--- config.mk ---
export PLATFORM = sky130hd
export DESIGN_NAME = mipi_hs_serializer
export DESIGN_NICKNAME = d
export VERILOG_FILES = /design/src/rtl/mipi_hs_serializer.sv
export SDC_FILE = /design/constraint.sdc
export NUM_CORES = 1
export LEC_CHECK = 0
export ABC_AREA = 1
export ABC_CLOCK_PERIOD_IN_PS = 4600
export BUFFER_PORTS_ARGS = -buffer_cell sky130_fd_sc_hd__buf_2
export CORE_MARGIN = 1
export CORE_UTILIZATION = 40
export CTS_BUF_LIST = sky130_fd_sc_hd__clkbuf_16
export DETAILED_ROUTE_END_ITERATION = 12
export GPL_TIMING_DRIVEN = 0
export PLACE_DENSITY = 0.66
export SKIP_CTS_REPAIR_TIMING = 1
export SLEW_MARGIN = 20
export SYNTH_ARGS = -nofsm -noshare
export SYNTH_HDL_FRONTEND = slang
export SYNTH_SLANG_ARGS = --single-unit
--- constraint.sdc ---
create_clock -name TxDDRClkHS -period 4.6 [get_ports TxDDRClkHS]
set_input_delay 0.23 -clock TxDDRClkHS [delete_from_list [all_inputs] [get_ports TxDDRClkHS]]
set_output_delay 0.23 -clock TxDDRClkHS [all_outputs]
set_load 0.01 [all_outputs]
--- src/rtl/mipi_hs_serializer.sv ---
// rtl/mipi_hs_serializer.sv - 8:1 MIPI D-PHY HS transmit serializer
//
// Frames parallel bytes into one HS burst, LSB first:
//   HS-zero (HS_ZERO_CYC zeros), SoT sync byte, payload bytes, HS-trail.
// One serial bit leaves on DTXHSP per rising edge of TxDDRClkHS.
//
// Ports:
//   TxDDRClkHS  in   HS bit clock
//   RST_N       in   asynchronous active-low reset
//   HS_SER_EN   in   burst request, sampled only while idle
//   TXDATA      in   payload byte, bit 0 transmitted first
//   TXVALID     in   TXDATA holds a valid byte
//   TXREADY     out  byte slot open (last bit of current byte on the wire)
//   DTXHSP      out  registered serial HS data
//   HS_ACTIVE   out  registered HS drive enable
//
// DTXHSP always shows the bit currently on the wire; bit_cnt is the index of
// that bit within its byte and sh holds the bits of that byte still to go.
// Each state transition therefore also emits the first bit of the next phase,
// which is what keeps the burst free of bubbles.
module mipi_hs_serializer #(
  parameter int               WIDTH        = 8,
  parameter logic [7:0]       HS_ZERO_CYC  = 8'd16,
  parameter logic [7:0]       HS_TRAIL_CYC = 8'd8,
  parameter logic [WIDTH-1:0] SYNC_BYTE    = 8'hB8
) (
  input  logic             TxDDRClkHS,
  input  logic             RST_N,
  input  logic             HS_SER_EN,
  input  logic [WIDTH-1:0] TXDATA,
  input  logic             TXVALID,
  output logic             TXREADY,
  output logic             DTXHSP,
  output logic             HS_ACTIVE
);

  typedef enum logic [2:0] {
    S_IDLE,
    S_ZERO,
    S_SYNC,
    S_DATA,
    S_TRAIL
  } state_t;

  state_t           state, state_nxt;
  logic [2:0]       bit_cnt, bit_cnt_nxt;
  logic [7:0]       len_cnt, len_cnt_nxt;
  logic [WIDTH-1:0] sh, sh_nxt;
  logic             dout_nxt;
  logic             active_nxt;
  logic             trail_lvl, trail_lvl_nxt;

  // Slot is open while the last bit of the sync or a payload byte is driven.
  assign TXREADY = ((state == S_SYNC) || (state == S_DATA)) && (bit_cnt == 3'd7);

  always_ff @(posedge TxDDRClkHS or negedge RST_N) begin
    if (!RST_N) begin
      state     <= S_IDLE;
      bit_cnt   <= 3'd0;
      len_cnt   <= 8'd0;
      sh        <= '0;
      DTXHSP    <= 1'b0;
      HS_ACTIVE <= 1'b0;
      trail_lvl <= 1'b0;
    end else begin
      state     <= state_nxt;
      bit_cnt   <= bit_cnt_nxt;
      len_cnt   <= len_cnt_nxt;
      sh        <= sh_nxt;
      DTXHSP    <= dout_nxt;
      HS_ACTIVE <= active_nxt;
      trail_lvl <= trail_lvl_nxt;
    end
  end

  always_comb begin
    state_nxt     = state;
    bit_cnt_nxt   = bit_cnt;
    len_cnt_nxt   = len_cnt;
    sh_nxt        = sh;
    dout_nxt      = DTXHSP;
    active_nxt    = HS_ACTIVE;
    trail_lvl_nxt = trail_lvl;

    case (state)
      S_IDLE: begin
        dout_nxt   = 1'b0;
        active_nxt = 1'b0;
        if (HS_SER_EN) begin
          // This edge already drives the first HS-zero bit.
          state_nxt   = S_ZERO;
          active_nxt  = 1'b1;
          len_cnt_nxt = 8'd1;
        end
      end

      S_ZERO: begin
        if (len_cnt == HS_ZERO_CYC) begin
          state_nxt   = S_SYNC;
          dout_nxt    = SYNC_BYTE[0];
          sh_nxt      = SYNC_BYTE >> 1;
          bit_cnt_nxt = 3'd0;
          len_cnt_nxt = 8'd0;
        end else begin
          dout_nxt    = 1'b0;
          len_cnt_nxt = len_cnt + 8'd1;
        end
      end

      S_SYNC, S_DATA: begin
        if (bit_cnt == 3'd7) begin
          if (TXVALID) begin
            state_nxt   = S_DATA;
            dout_nxt    = TXDATA[0];
            sh_nxt      = TXDATA >> 1;
            bit_cnt_nxt = 3'd0;
          end else begin
            // No byte offered: trail at the opposite level of the last bit.
            state_nxt     = S_TRAIL;
            trail_lvl_nxt = ~DTXHSP;
            dout_nxt      = ~DTXHSP;
            len_cnt_nxt   = 8'd1;
          end
        end else begin
          dout_nxt    = sh[0];
          sh_nxt      = sh >> 1;
          bit_cnt_nxt = bit_cnt + 3'd1;
        end
      end

      S_TRAIL: begin
        if (len_cnt == HS_TRAIL_CYC) begin
          state_nxt   = S_IDLE;
          dout_nxt    = 1'b0;
          active_nxt  = 1'b0;
          len_cnt_nxt = 8'd0;
        end else begin
          dout_nxt    = trail_lvl;
          len_cnt_nxt = len_cnt + 8'd1;
        end
      end

      default: begin
        state_nxt  = S_IDLE;
        dout_nxt   = 1'b0;
        active_nxt = 1'b0;
      end
    endcase
  end

endmodule

Yosys cells after proc, flatten, opt, wreduce, memory -nomap -nowiden
Cells that the tools add are included.
{"block": "word_totals", "output_inout_bits": 3, "rom_bits": 0, "word_cells": 64, "mem_bits_rw": 0, "latch_bits": 0, "inputBits": 12, "register_bits": 25, "n_memories": 0}
{"block": "classes", "reduce_logical": 12, "muxes": 27, "eq_ne": 13, "n_shift": 0, "bitwise_logic": 3, "n_div": 0, "mul": 0, "add_sub_neg": 2, "magnitude_cmp": 0}
{"operator": "2-to-1 mux 8 bit", "count": 8}
{"operator": "case mux 8 bit (4 select lines)", "count": 1}
{"operator": "2-to-1 mux 3 bit", "count": 8}
{"operator": "case mux 8 bit (2 select lines)", "count": 1}
{"operator": "case mux 3 bit (4 select lines)", "count": 1}
{"operator": "!= test 2 bit, second input constant", "count": 5}
{"operator": "adder 8 x 1 -> 8 bit, second input constant", "count": 1}
{"operator": "== test 8 x 4 -> 1 bit, second input constant", "count": 1}
{"operator": "== test 8 x 5 -> 1 bit, second input constant", "count": 1}
{"operator": "AND reduction 4 bit", "count": 2}
{"operator": "== test 3 x 2 -> 1 bit, second input constant", "count": 2}
{"operator": "== test 3 bit, second input constant", "count": 2}
{"operator": "case mux 3 bit (2 select lines)", "count": 1}
{"operator": "AND reduction 3 bit", "count": 2}
{"operator": "2-to-1 mux 1 bit", "count": 5}
{"operator": "nonzero test 4 bit", "count": 1}
{"operator": "adder 3 x 1 -> 3 bit, second input constant", "count": 1}
{"operator": "== test 3 x 1 -> 1 bit, second input constant", "count": 1}
{"operator": "logical NOT 3 bit", "count": 1}
{"operator": "!= test 3 bit, second input constant", "count": 1}
{"operator": "NOT 1 bit", "count": 3}
{"operator": "case mux 1 bit (3 select lines)", "count": 1}
{"operator": "OR reduction 3 bit", "count": 1}
{"operator": "case mux 1 bit (2 select lines)", "count": 1}
{"operator": "other kinds (5)", "count": 5}

Logic depth before layout (Yosys ltp)
Gate-level depths: netlist of the first run.
{"block": "logic_depth", "word_depth": 4, "mapped_depth": 10, "ltp_nobuf": 10}

Worst setup path after synthesis of the first run
OpenSTA, ideal clock, no wires.
{"block": "synth_path", "kind": "reg-to-reg", "start": "register bit_cnt[0]", "end": "register sh[3]", "setup_slack_ns": 3.045, "setup_time_ns": 0.119, "synth_period_minus_slack_ns": 1.555, "t_arrival_ns": 1.436, "required_time_ns": 4.481, "n_path_buf": 1, "stages_incl_launch_ff": 10, "path_cell_list": "dfrtp_1 -> ha_1 -> ha_1 -> inv_1 -> nor3_2 -> nor2_1 -> nand2_1 -> buf_6 -> nand2_1 -> o21ai_2"}
{"block": "synth_between", "elab_chain_cells": 3, "elab_cells_between_ends": 5, "classes_between": "eq/ne (2); mux (2); reduce/logical (1)"}
{"element": "start, declared", "line": "46", "rtl": "logic [2:0] bit_cnt, bit_cnt_nxt;"}
{"element": "start signal, assigned", "line": "67", "rtl": "bit_cnt <= bit_cnt_nxt;"}
{"element": "== test 3 bit (*)", "line": "111", "rtl": "if (bit_cnt == 3'd7) begin"}
{"element": "!= test 3 bit (no source line) or 2-to-1 mux 8 bit (tied branches)"}
{"element": "AND reduction 3 bit (no source line) or case mux 8 bit (2 select lines) (tied branches)"}
{"element": "end signal, assigned", "line": "69", "rtl": "sh <= sh_nxt;"}
{"element": "end, declared", "line": "48", "rtl": "logic [WIDTH-1:0] sh, sh_nxt;"}
Every way passes the cells marked *; elsewhere a longest branch is shown, timed or not.
A chain may end at the register's enable or synchronous reset.

Worst setup path in the final report of the first run
{"block": "layout_path", "start": "register bit_cnt[0]", "end": "output port TXREADY"}
{"block": "layout_between", "elab_chain_cells": 2}
{"element": "== test 3 bit", "line": "54", "rtl": "assign TXREADY = ((state == S_SYNC) || (state == S_DATA)) && (bit_cnt == 3'd7);"}
{"element": "logical AND 1 bit", "line": "54"}
{"element": "end, declared", "line": "32", "rtl": "output logic TXREADY,"}
Every way passes these cells.

==> flow_summary.json, run 1 <==
{
  "core_um2": 3337,
  "dr.first_iter.drc_count": 37,
  "avgViaCountPerCell": 4.859,
  "clk_path_buf_depth": 2,
  "cp.arrival_ps": 1570,
  "setup_viol": 0,
  "start_kind": "flip-flop",
  "num-fill-cells": 356,
  "crit_chain": "ha_1 > ha_1 > inv_1 > nor2_1 > buf_2",
  "grt_setup_unrepaired": "false",
  "nets": 219,
  "path_clk_slew_ps": 60,
  "use_met3_pct": 4.412,
  "ff2ff_path_depth": 10,
  "post-route-cell-area_um2": 1632,
  "cp-end-kind": "output pin",
  "final_cells": 248,
  "die_width_um": 61.14,
  "dp.cells": 244,
  "ant_nets": 0,
  "finalHoldViolCount": 24,
  "die_area_um2": 3737,
  "seqCellArea_um2": 600.6,
  "r2r_slack_ps": 2850,
  "antennaDiodeCount": 0,
  "antenna_found_initial": 0,
  "dr_total_vias": 1205,
  "power_density_nw_per_um2": 601.9,
  "ys_types": 22,
  "use_met1_pct": 23.13,
  "globalplace.congestion": 0.8283,
  "port_buffers": 14,
  "seq_area_frac_synth_pct": 42.93,
  "hold_slack_ps": -47.20,
  "synth_area_um2": 1399,
  "fin_skew_ps": 2.640,
  "cts_buffers": 3,
  "synthToLayoutAreaGrowth_pct": 16.64,
  "finalMaxSlewViolations": 0,
  "cp.required_ps": 4370,
  "grt_max_degree": 25,
  "maxSlewHeadroom_pct": 63.64,
  "post-place-ws_ps": 2844,
  "critPathMaxStageDelay_ps": 400,
  "numClockSinks": 24,
  "routed_wl_um": 2772,
  "maxClockFrequency_mhz": 556.0,
  "worstSetupPathType": "reg2out",
  "start_util_pct": 41.92,
  "clock-root-buffer": "clkbuf_16",
  "period_share_pct": 39.10,
  "synth_cells": 184,
  "grt-busiest-layer": "met2",
  "cap_viol_max_count": 0,
  "ys_seq_elements": 24,
  "hpwl_um": 2105,
  "io_pins": 15,
  "placed_cell_area_um2": 1526,
  "fin_ws_ps": 2801,
  "grt.overflow.total": 0,
  "avgSynthCellArea_um2": 7.602,
  "hp-class": "in2async",
  "fin_tns_setup_ps": 0,
  "grt_pass1_vias": 1161,
  "h-tree-depth": 1,
  "drc": 0,
  "dr.pass1.iters": 4,
  "grt_use_met2_pct": 31.68,
  "fp-row-count": 21,
  "tightestPinTransition_ps": 545.4,
  "reg2reg_from": "bit_cnt[0]",
  "drive_above_1_share_pct": 19.80,
  "p_leak_nw": 0.8392,
  "violations": "negative hold slack",
  "path_common_cell": "ha_1",
  "grt_pass1_wl_um": 5037,
  "cts_tree": "built",
  "timing.rr.end": "len_cnt[0]",
  "track_usage_pct": 18.21,
  "multi_input_area_um2": 696.9,
  "wl_per_cell_um": 11.18,
  "syn_nets": 200,
  "die_h_um": 61.14,
  "status": "finished with violations",
  "ys_warn_count": 0,
  "crit_fanout": 7,
  "fin_crit_ps": 1799,
  "vdd_drop_max_mv": 0.2738,
  "clock_latency_ps": 260,
  "cp_slowest_cell": "dfrtp_1"
}
report_power, final:
group	internal [W]	switching, W	total [W]	leakage (nW)
registers	0.000286	0.0000556	0.000342	0.307
logic	0.000156	0.000235	0.000391	0.481
clock network	0.000173	0.0000762	0.000249	0.0511
total	0.000615	0.000367	0.000982	0.839
synthesized netlist by cell type, drive strengths merged:
library cell | count | area (µm²)
nand2 | 73 | 281.5
nor2 | 11 | 56.30
nor3 | 2 | 26.28
o211ai | 1 | 7.510
inv | 21 | 78.82
nand4 | 3 | 18.77
or2 | 2 | 12.52
ha | 4 | 50.05
a21oi | 1 | 5.000
dfrtp | 24 | 600.6
buf | 2 | 22.52
o22ai | 3 | 18.77
nand3 | 22 | 115.1
o21ai | 15 | 105.1
flip-flops by register name (all words and copies together), names as in the netlist:
register,flops
bit_cnt,3
state,3
HS_ACTIVE,1
len_cnt,8
sh,7
trail_lvl,1
DTXHSP,1
cells in the final DEF, fill, tap and decap left out, types with 4 or more instances in the layout:
master	n
nand2_1	70
dfrtp_1	24
nand3_1	21
inv_1	18
buf_2	14
nor2_1	9
o21ai_2	8
o21ai_0	5
ha_1	4
routing by layer:
metal	vias to the layer above	routed length, µm
met3	4	77
li1	630	-
met4	0	17
met2	15	1343
met1	556	1335
met5	-	0
through the flow:
stage | utilization, % | hold slack (ps) | total power (W)
after floorplan | - | -65.59 | 0.0006514
final | 48.89 | -47.20 | 0.0009820
after global placement | 45.74 | 255.4 | 0.0007345
after global routing | 48.89 | 0.7990 | 0.001067
after detailed placement | 45.74 | 255.5 | 0.0007446
after CTS | 48.89 | -17.21 | 0.0009938
how the worst max path moves through the flow:
stage | startpoint | end | cells past startpoint
6_report | bit_cnt[0] | TXREADY | 5
3_3_place_gp | bit_cnt[0] | len_cnt[0] | 10
4_1_cts | bit_cnt[0] | TXREADY | 5
3_5_place_dp | bit_cnt[0] | len_cnt[0] | 10
5_1_grt | bit_cnt[0] | TXREADY | 5
2_1_floorplan | bit_cnt[0] | sh[3] | 9
worst max-delay path, delay by kind of cell (launching register included):
kind	cells	cell delay (ps)
buffers and inverters	2	360
adders and majority gates	2	440
and+or+nand+nor	1	110
DFF	1	400
final cells by class:
cell class	instances	share of cell area, %
buffer	2	1.380
clock buffer	3	4.601
tap	46	3.528
multi-input combinational	137	42.71
timing repair buffer	14	4.294
sequential	24	36.81
clock inverter	1	1.840
inverter	21	4.831
cell families after synthesis:
| kind of cell | share of synthesized area, % |
|---|---|
| adders and majority gates | 3.578 |
| DFF | 42.93 |
| and+or+nand+nor | 36.49 |
| AOI/OAI and AO/OA | 9.749 |
| buffers and inverters | 7.245 |
(Power assumes the default switching activity.)
==> run 2: changes to the inputs <==
--- a/config.mk
+++ b/config.mk
@@ -5,8 +5,8 @@
 export SDC_FILE = /design/constraint.sdc
 export NUM_CORES = 1
 export LEC_CHECK = 0
-export ABC_AREA = 1
-export ABC_CLOCK_PERIOD_IN_PS = 4600
+export ABC_AREA = 0
+export ABC_CLOCK_PERIOD_IN_PS = 1800
 export BUFFER_PORTS_ARGS = -buffer_cell sky130_fd_sc_hd__buf_2
 export CORE_MARGIN = 1
 export CORE_UTILIZATION = 40
==> constraint.sdc (replaced) <==
create_clock -name TxDDRClkHS -period 1.8 [get_ports TxDDRClkHS]
set_input_delay 0.09 -clock TxDDRClkHS [delete_from_list [all_inputs] [get_ports TxDDRClkHS]]
set_output_delay 0.09 -clock TxDDRClkHS [all_outputs]
set_load 0.01 [all_outputs]
==> run 2 against run 1 <==
Net effect: the run ends with negative setup slack left; clock-buffer cell count stayed put; design area grew 2.9%; first-iteration DRC count fell by 19%; synthesized cell count is 29% lower; critical path depth up 2; sequential share of layout area is 1.0 points lower; non-clock buffer count grew 14; combinational power increased to 3.5 times the previous value; register-to-register slack worse by 3000 ps; critical path type is now reg2reg; critical endpoint is now len_cnt[3]; largest cell class unchanged; largest power group unchanged.
==> flow_summary.json, run 2 <==
{
  "ant_nets": 0,
  "clock-root-buffer": "clkbuf_16",
  "grt_pass1_wl_um": 4505,
  "synth_area_leaders": "dfrtp_1 (45%), mux2i_1 (6.0%), ha_1 (3.8%)",
  "ys_seq_elements": 24,
  "avgSynthCellArea_um2": 10.13,
  "io_pins": 15,
  "status": "finished with violations",
  "fin_crit_ps": 1988,
  "ys_types": 38,
  "fin_ws_ps": -187.7,
  "ys_warn_count": 0,
  "cap_viol_max_count": 0,
  "synth_edf_count": 0,
  "ff2ff_path_depth": 7,
  "power_density_nw_per_um2": 1767,
  "crit_fanout": 5,
  "largest_registers": "len_cnt: 8 flops, sh: 7 flops",
  "antennaDiodeCount": 0,
  "die_area_um2": 3553,
  "synth_top_area_share_pct": 45.24,
  "yosysMostFrequentCell": "dfrtp_1",
  "path_clk_slew_ps": 60,
  "grt_pass1_vias": 1014,
  "synth_area_um2": 1328,
  "track_usage_pct": 17.20,
  "dr_total_vias": 1084,
  "finalHoldViolCount": 0,
  "mostFrequentLayoutCells": "dfrtp_1 (24), buf_2 (16)",
  "cts_buffers": 3,
  "port_buffers": 14,
  "core_um2": 3103,
  "dr.pass1.iters": 4,
  "seq_area_frac_synth_pct": 45.24,
  "start_kind": "flip-flop",
  "fin_tns_setup_ps": -1311,
  "largest_register_ff_count": 8,
  "r2r_slack_ps": -190,
  "setup_viol": 17,
  "drive_above_1_share_pct": 28.30,
  "dp.cells": 189,
  "hpwl_um": 1943,
  "violations": "negative setup slack",
  "drc": 0,
  "hold_slack_ps": 74.11,
  "die_h_um": 59.61,
  "async_flop_share_pct": 100.0,
  "cp-end-kind": "flip-flop",
  "yosysTopAreaCell": "dfrtp_1",
  "maxSlewHeadroom_pct": 63.11,
  "grt_setup_unrepaired": "true",
  "hp-start": "TXDATA[7]",
  "fp-row-count": 20,
  "clock_latency_ps": 260,
  "start_util_pct": 42.78,
  "grt.overflow.total": 0,
  "cp.required_ps": 1940,
  "timing.rr.end": "len_cnt[3]",
  "synth_common_cells": "dfrtp_1 (24), mux2i_1 (8), nand2b_1 (8), nor2_1 (8)",
  "avgViaCountPerCell": 5.340,
  "synthToLayoutAreaGrowth_pct": 26.48,
  "nets": 176,
  "routed_wl_um": 2904,
  "ys_dominant_reg_cell": "dfrtp_1",
  "maxClockFrequency_mhz": 503.1,
  "cp.arrival_ps": 2130,
  "die_width_um": 59.61,
  "layout_commonest_cell": "dfrtp_1",
  "cts_tree": "built",
  "hp-class": "in2reg",
  "antenna_found_initial": 0,
  "syn_nets": 147,
  "globalplace.congestion": 0.8025,
  "numClockSinks": 24,
  "dr.first_iter.drc_count": 30,
  "period_share_pct": 110.4,
  "fin_skew_ps": 2.310,
  "grt_max_degree": 25,
  "h-tree-depth": 1,
  "wl_per_cell_um": 14.31,
  "hold_depth": 3,
  "finalMaxSlewViolations": 0,
  "vdd_drop_max_mv": 1.064,
  "worstSetupPathType": "reg2reg",
  "tightestPinTransition_ps": 553.4,
  "clk_path_buf_depth": 2,
  "min_delay_worst_endpoint": "sh[6]",
  "synth_cells": 131,
  "regMostFlops": "len_cnt",
  "final_cells": 203,
  "p_leak_nw": 0.7405,
  "finalPower_w": 0.002966,
  "reg2reg_from": "len_cnt[0]"
}
run 2: changes by cell type in the layout (fill, tap and decap cells not counted), moves of 4 or more:
cell,before,now
a21oi_1,1,6
a31oi_1,0,4
nand3_1,21,7
o21ai_2,8,0
nand2b_1,0,8
buf_4,0,8
mux2i_1,0,8
inv_1,18,2
nand2_1,70,7
run 2: power by group:
part	internal [W]	switching [W]	leakage [nW]	total (W)
sequential	0.000771	0.000180	0.299	0.000951
clock	0.000442	0.000190	0.0511	0.000632
combinational	0.000673	0.000711	0.391	0.00138
total	0.00189	0.00108	0.741	0.00297
run 2: per-layer routing:
| layer | global-route usage [%] | routed length [µm] |
|---|---|---|
| met1 | 22.27 | 1257 |
| met2 | 27.61 | 1467 |
| met3 | 4.585 | 122 |
| met4 | 6.312 | 57 |
| met5 | 0 | 0 |
run 2: cell type report:
class	count	area, µm²
clock buffers	3	75.07
fillers	300	1424
clock inverters	1	30.03
well taps	44	55.05
flip-flops and latches	24	600.6
inverters	5	21.27
plain buffers	6	35.03
multi-input cells	96	716.9
repair buffers	24	145.1
run 2: worst max path at each step:
stage,startpoint,endpoint,slack [ps],depth (start not counted)
2_1_floorplan,len_cnt[0],len_cnt[3],-70,7
3_3_place_gp,len_cnt[0],len_cnt[3],-230,7
3_5_place_dp,len_cnt[0],len_cnt[3],-260,7
4_1_cts,len_cnt[0],len_cnt[3],-280,7
5_1_grt,len_cnt[0],len_cnt[3],-260,7
6_report,len_cnt[0],len_cnt[3],-190,7
run 2: logic make-up (layout without fill, tap and decap cells):
group                      count (synthesis)  in the layout  synth area share, %
AOI/OAI and AO/OA                         39             39                22.72
xor gates and xnor gates                   2              2                1.320
adders and majority gates                  4              4                3.770
buffers and inverters                     11             39                3.769
DFF                                       24             24                45.24
muxes                                      8              8                6.032
and+or+nand+nor                           43             43                17.15
run 2: metrics by stage:
stage	util [%]	setup slack [ps]	area, µm²
after detailed placement	46.81	-262.5	1453
final	54.11	-187.7	1679
after global routing	54.11	-255.6	1679
after global placement	46.81	-233.3	1453
after CTS	50.20	-281.3	1558
after floorplan	-	-70.72	1328
run 2: worst max-delay path, stage by stage, from the launching register on:
cell and delay (ps):
dfrtp_1 410, inv_2 100, ha_4 120, or3b_4 400, o31ai_4 280, nand2_2 130, and3_1 190, a221o_1 250
==> run 3: changes to the inputs <==
--- a/config.mk
+++ b/config.mk
@@ -8,12 +8,12 @@
 export ABC_AREA = 0
 export ABC_CLOCK_PERIOD_IN_PS = 1800
 export BUFFER_PORTS_ARGS = -buffer_cell sky130_fd_sc_hd__buf_2
-export CORE_MARGIN = 1
+export CORE_ASPECT_RATIO = 1.25
 export CORE_UTILIZATION = 40
 export CTS_BUF_LIST = sky130_fd_sc_hd__clkbuf_16
 export DETAILED_ROUTE_END_ITERATION = 12
 export GPL_TIMING_DRIVEN = 0
-export PLACE_DENSITY = 0.66
+export PLACE_DENSITY = 0.58
 export SKIP_CTS_REPAIR_TIMING = 1
 export SLEW_MARGIN = 20
 export SYNTH_ARGS = -nofsm -noshare
==> run 3 against run 2 <==
Net effect: the flow still finishes with violations (negative setup slack); wire length up 0.65%; worst hold slack about the same; clock skew up 2.2 ps; clock power down 24%; utilization down 3.0 points; sequential share of layout area up 0.99 points; critical path type unchanged; critical endpoint unchanged; largest cell class unchanged; largest power group unchanged.
==> flow_summary.json, run 3 (synthesis results as in run 2) <==
{
  "status": "finished with violations",
  "violations": "negative setup slack",
  "start_kind": "flip-flop",
  "cp-end-kind": "flip-flop",
  "dr_total_vias": 1063,
  "wl_per_cell_um": 15.15,
  "seqCellArea_um2": 600.6,
  "dp.cells": 182,
  "die_width_um": 53.53,
  "die_h_um": 66.41,
  "crit_chain": "inv_2 > ha_4 > or3b_4 > o31ai_4 > nand2_2 > buf_6 > a221o_1",
  "switching_share_pct": 38.43,
  "cap_viol_max_count": 0,
  "clock_power_share_pct": 17.0,
  "tightestPinTransition_ps": 557.3,
  "switching_power_w": 0.001083,
  "power.internal_w": 0.001735,
  "grt_max_degree": 25,
  "final_cells": 193,
  "grt_use_met2_pct": 30.31,
  "mostFrequentLayoutCells": "dfrtp_1 (24), buf_2 (17), nand2b_1 (8), nor2_1 (8), mux2i_1 (8)",
  "antennaDiodeCount": 0,
  "maxSlewHeadroom_pct": 62.85,
  "nets": 174,
  "numClockSinks": 24,
  "finalMaxSlewViolations": 0,
  "die_area_um2": 3555,
  "hp-class": "in2reg",
  "ant_nets": 0,
  "placed_cell_area_um2": 1444,
  "worstSetupPathType": "reg2reg",
  "largest_registers": "len_cnt: 8 flops, sh: 7 flops",
  "largest_register_ff_count": 8,
  "track_usage_pct": 18.61,
  "fin_ws_ps": -192.5,
  "avgViaCountPerCell": 5.508,
  "hold_slack_ps": 74.02,
  "path_buf_inv": 2,
  "fp-row-count": 23,
  "synthToLayoutAreaGrowth_pct": 23.09,
  "grt-busiest-layer": "met2",
  "use_met1_pct": 22.14,
  "p_leak_nw": 0.7256,
  "fin_tns_setup_ps": -1273,
  "grt_pass1_wl_um": 4671,
  "cp.required_ps": 1940,
  "combinationalPowerShare_pct": 49.4,
  "vdd_drop_max_mv": 0.7843,
  "grt_pass1_vias": 1016,
  "clock_latency_ps": 260,
  "post-route-cell-area_um2": 1634,
  "multi_input_area_um2": 723.2,
  "sequentialPowerShare_pct": 33.6,
  "num-fill-cells": 286,
  "r2r_slack_ps": -190,
  "cp_slowest_cell": "dfrtp_1",
  "use_met3_pct": 3.218,
  "clock-root-buffer": "clkbuf_16",
  "cts_buffers": 3,
  "dr.first_iter.drc_count": 36,
  "setup_viol": 14,
  "drive_above_1_share_pct": 28.85,
  "crit_family": "compound AO/OA/AOI/OAI gates",
  "finalPower_w": 0.002818,
  "regMostFlops": "len_cnt",
  "period_share_pct": 110.7,
  "path_clk_slew_ps": 60,
  "antenna_found_initial": 0,
  "h-tree-depth": 1,
  "finalHoldViolCount": 0,
  "cts_tree": "built",
  "hpwl_um": 1980,
  "fin_crit_ps": 1993,
  "power_density_nw_per_um2": 1725,
  "critPathMaxStageDelay_ps": 400,
  "routed_wl_um": 2923,
  "dr.pass1.iters": 4,
  "globalplace.congestion": 0.7918,
  "maxClockFrequency_mhz": 501.9,
  "grt_setup_unrepaired": "true",
  "cp.arrival_ps": 2140,
  "grt.overflow.total": 0,
  "io_pins": 15,
  "start_util_pct": 41.56,
  "port_buffers": 14,
  "clk_path_buf_depth": 2,
  "crit_fanout": 5,
  "core_um2": 3194,
  "drc": 0,
  "fin_skew_ps": 4.484,
  "layout_commonest_cell": "dfrtp_1"
}
run 3: final cells by class:
type | instances | share of cell area [%]
Timing Repair Buffer | 23 | 8.423
Multi-Input combinational cell | 96 | 44.26
Clock buffer | 3 | 4.594
Inverter | 5 | 1.302
Buffer | 5 | 1.838
Tap cell | 37 | 2.833
Sequential cell | 24 | 36.75
run 3: worst register-to-register path, stage by stage, from the launching register on:
cell and delay [ps]:
dfrtp_1 400, inv_2 100, ha_4 130, or3b_4 400
o31ai_4 280, nand2_2 130, buf_6 160, a221o_1 280
run 3: routing by layer:
layer,routed length (µm),vias to the layer above
met5,0,-
met4,51,0
met3,70,4
met2,1472,17
met1,1329,508
li1,-,534
run 3: per-stage QoR:
step | utilization, % | worst slack [ps]
after floorplan | - | -70.72
after global placement | 45.20 | -242.8
after detailed placement | 45.20 | -266.5
after CTS | 47.55 | -277.0
after global routing | 51.16 | -243.3
final | 51.16 | -192.5
run 3: worst paths after layout:
check                      depth (start not counted)        from    endpoint
setup / recovery                                   7  len_cnt[0]  len_cnt[3]
hold / removal                                     3   TXDATA[7]       sh[6]
setup reg to reg                                   7  len_cnt[0]  len_cnt[3]
hold reg to reg                                    1       sh[5]       sh[5]
max in group asynchronous                          2       RST_N  bit_cnt[1]
min in group asynchronous                          2       RST_N  len_cnt[4]
run 3: power by group through the flow:
stage	Sequential, W	Clock, W	Combinational, W
6_report	0.000947	0.000479	0.00139
3_3_place_gp	0.000942	0	0.00110
5_1_grt	0.000977	0.000510	0.00153
3_5_place_dp	0.000950	0	0.00113
2_1_floorplan	0.000914	0	0.000889
4_1_cts	0.000944	0.000491	0.00114
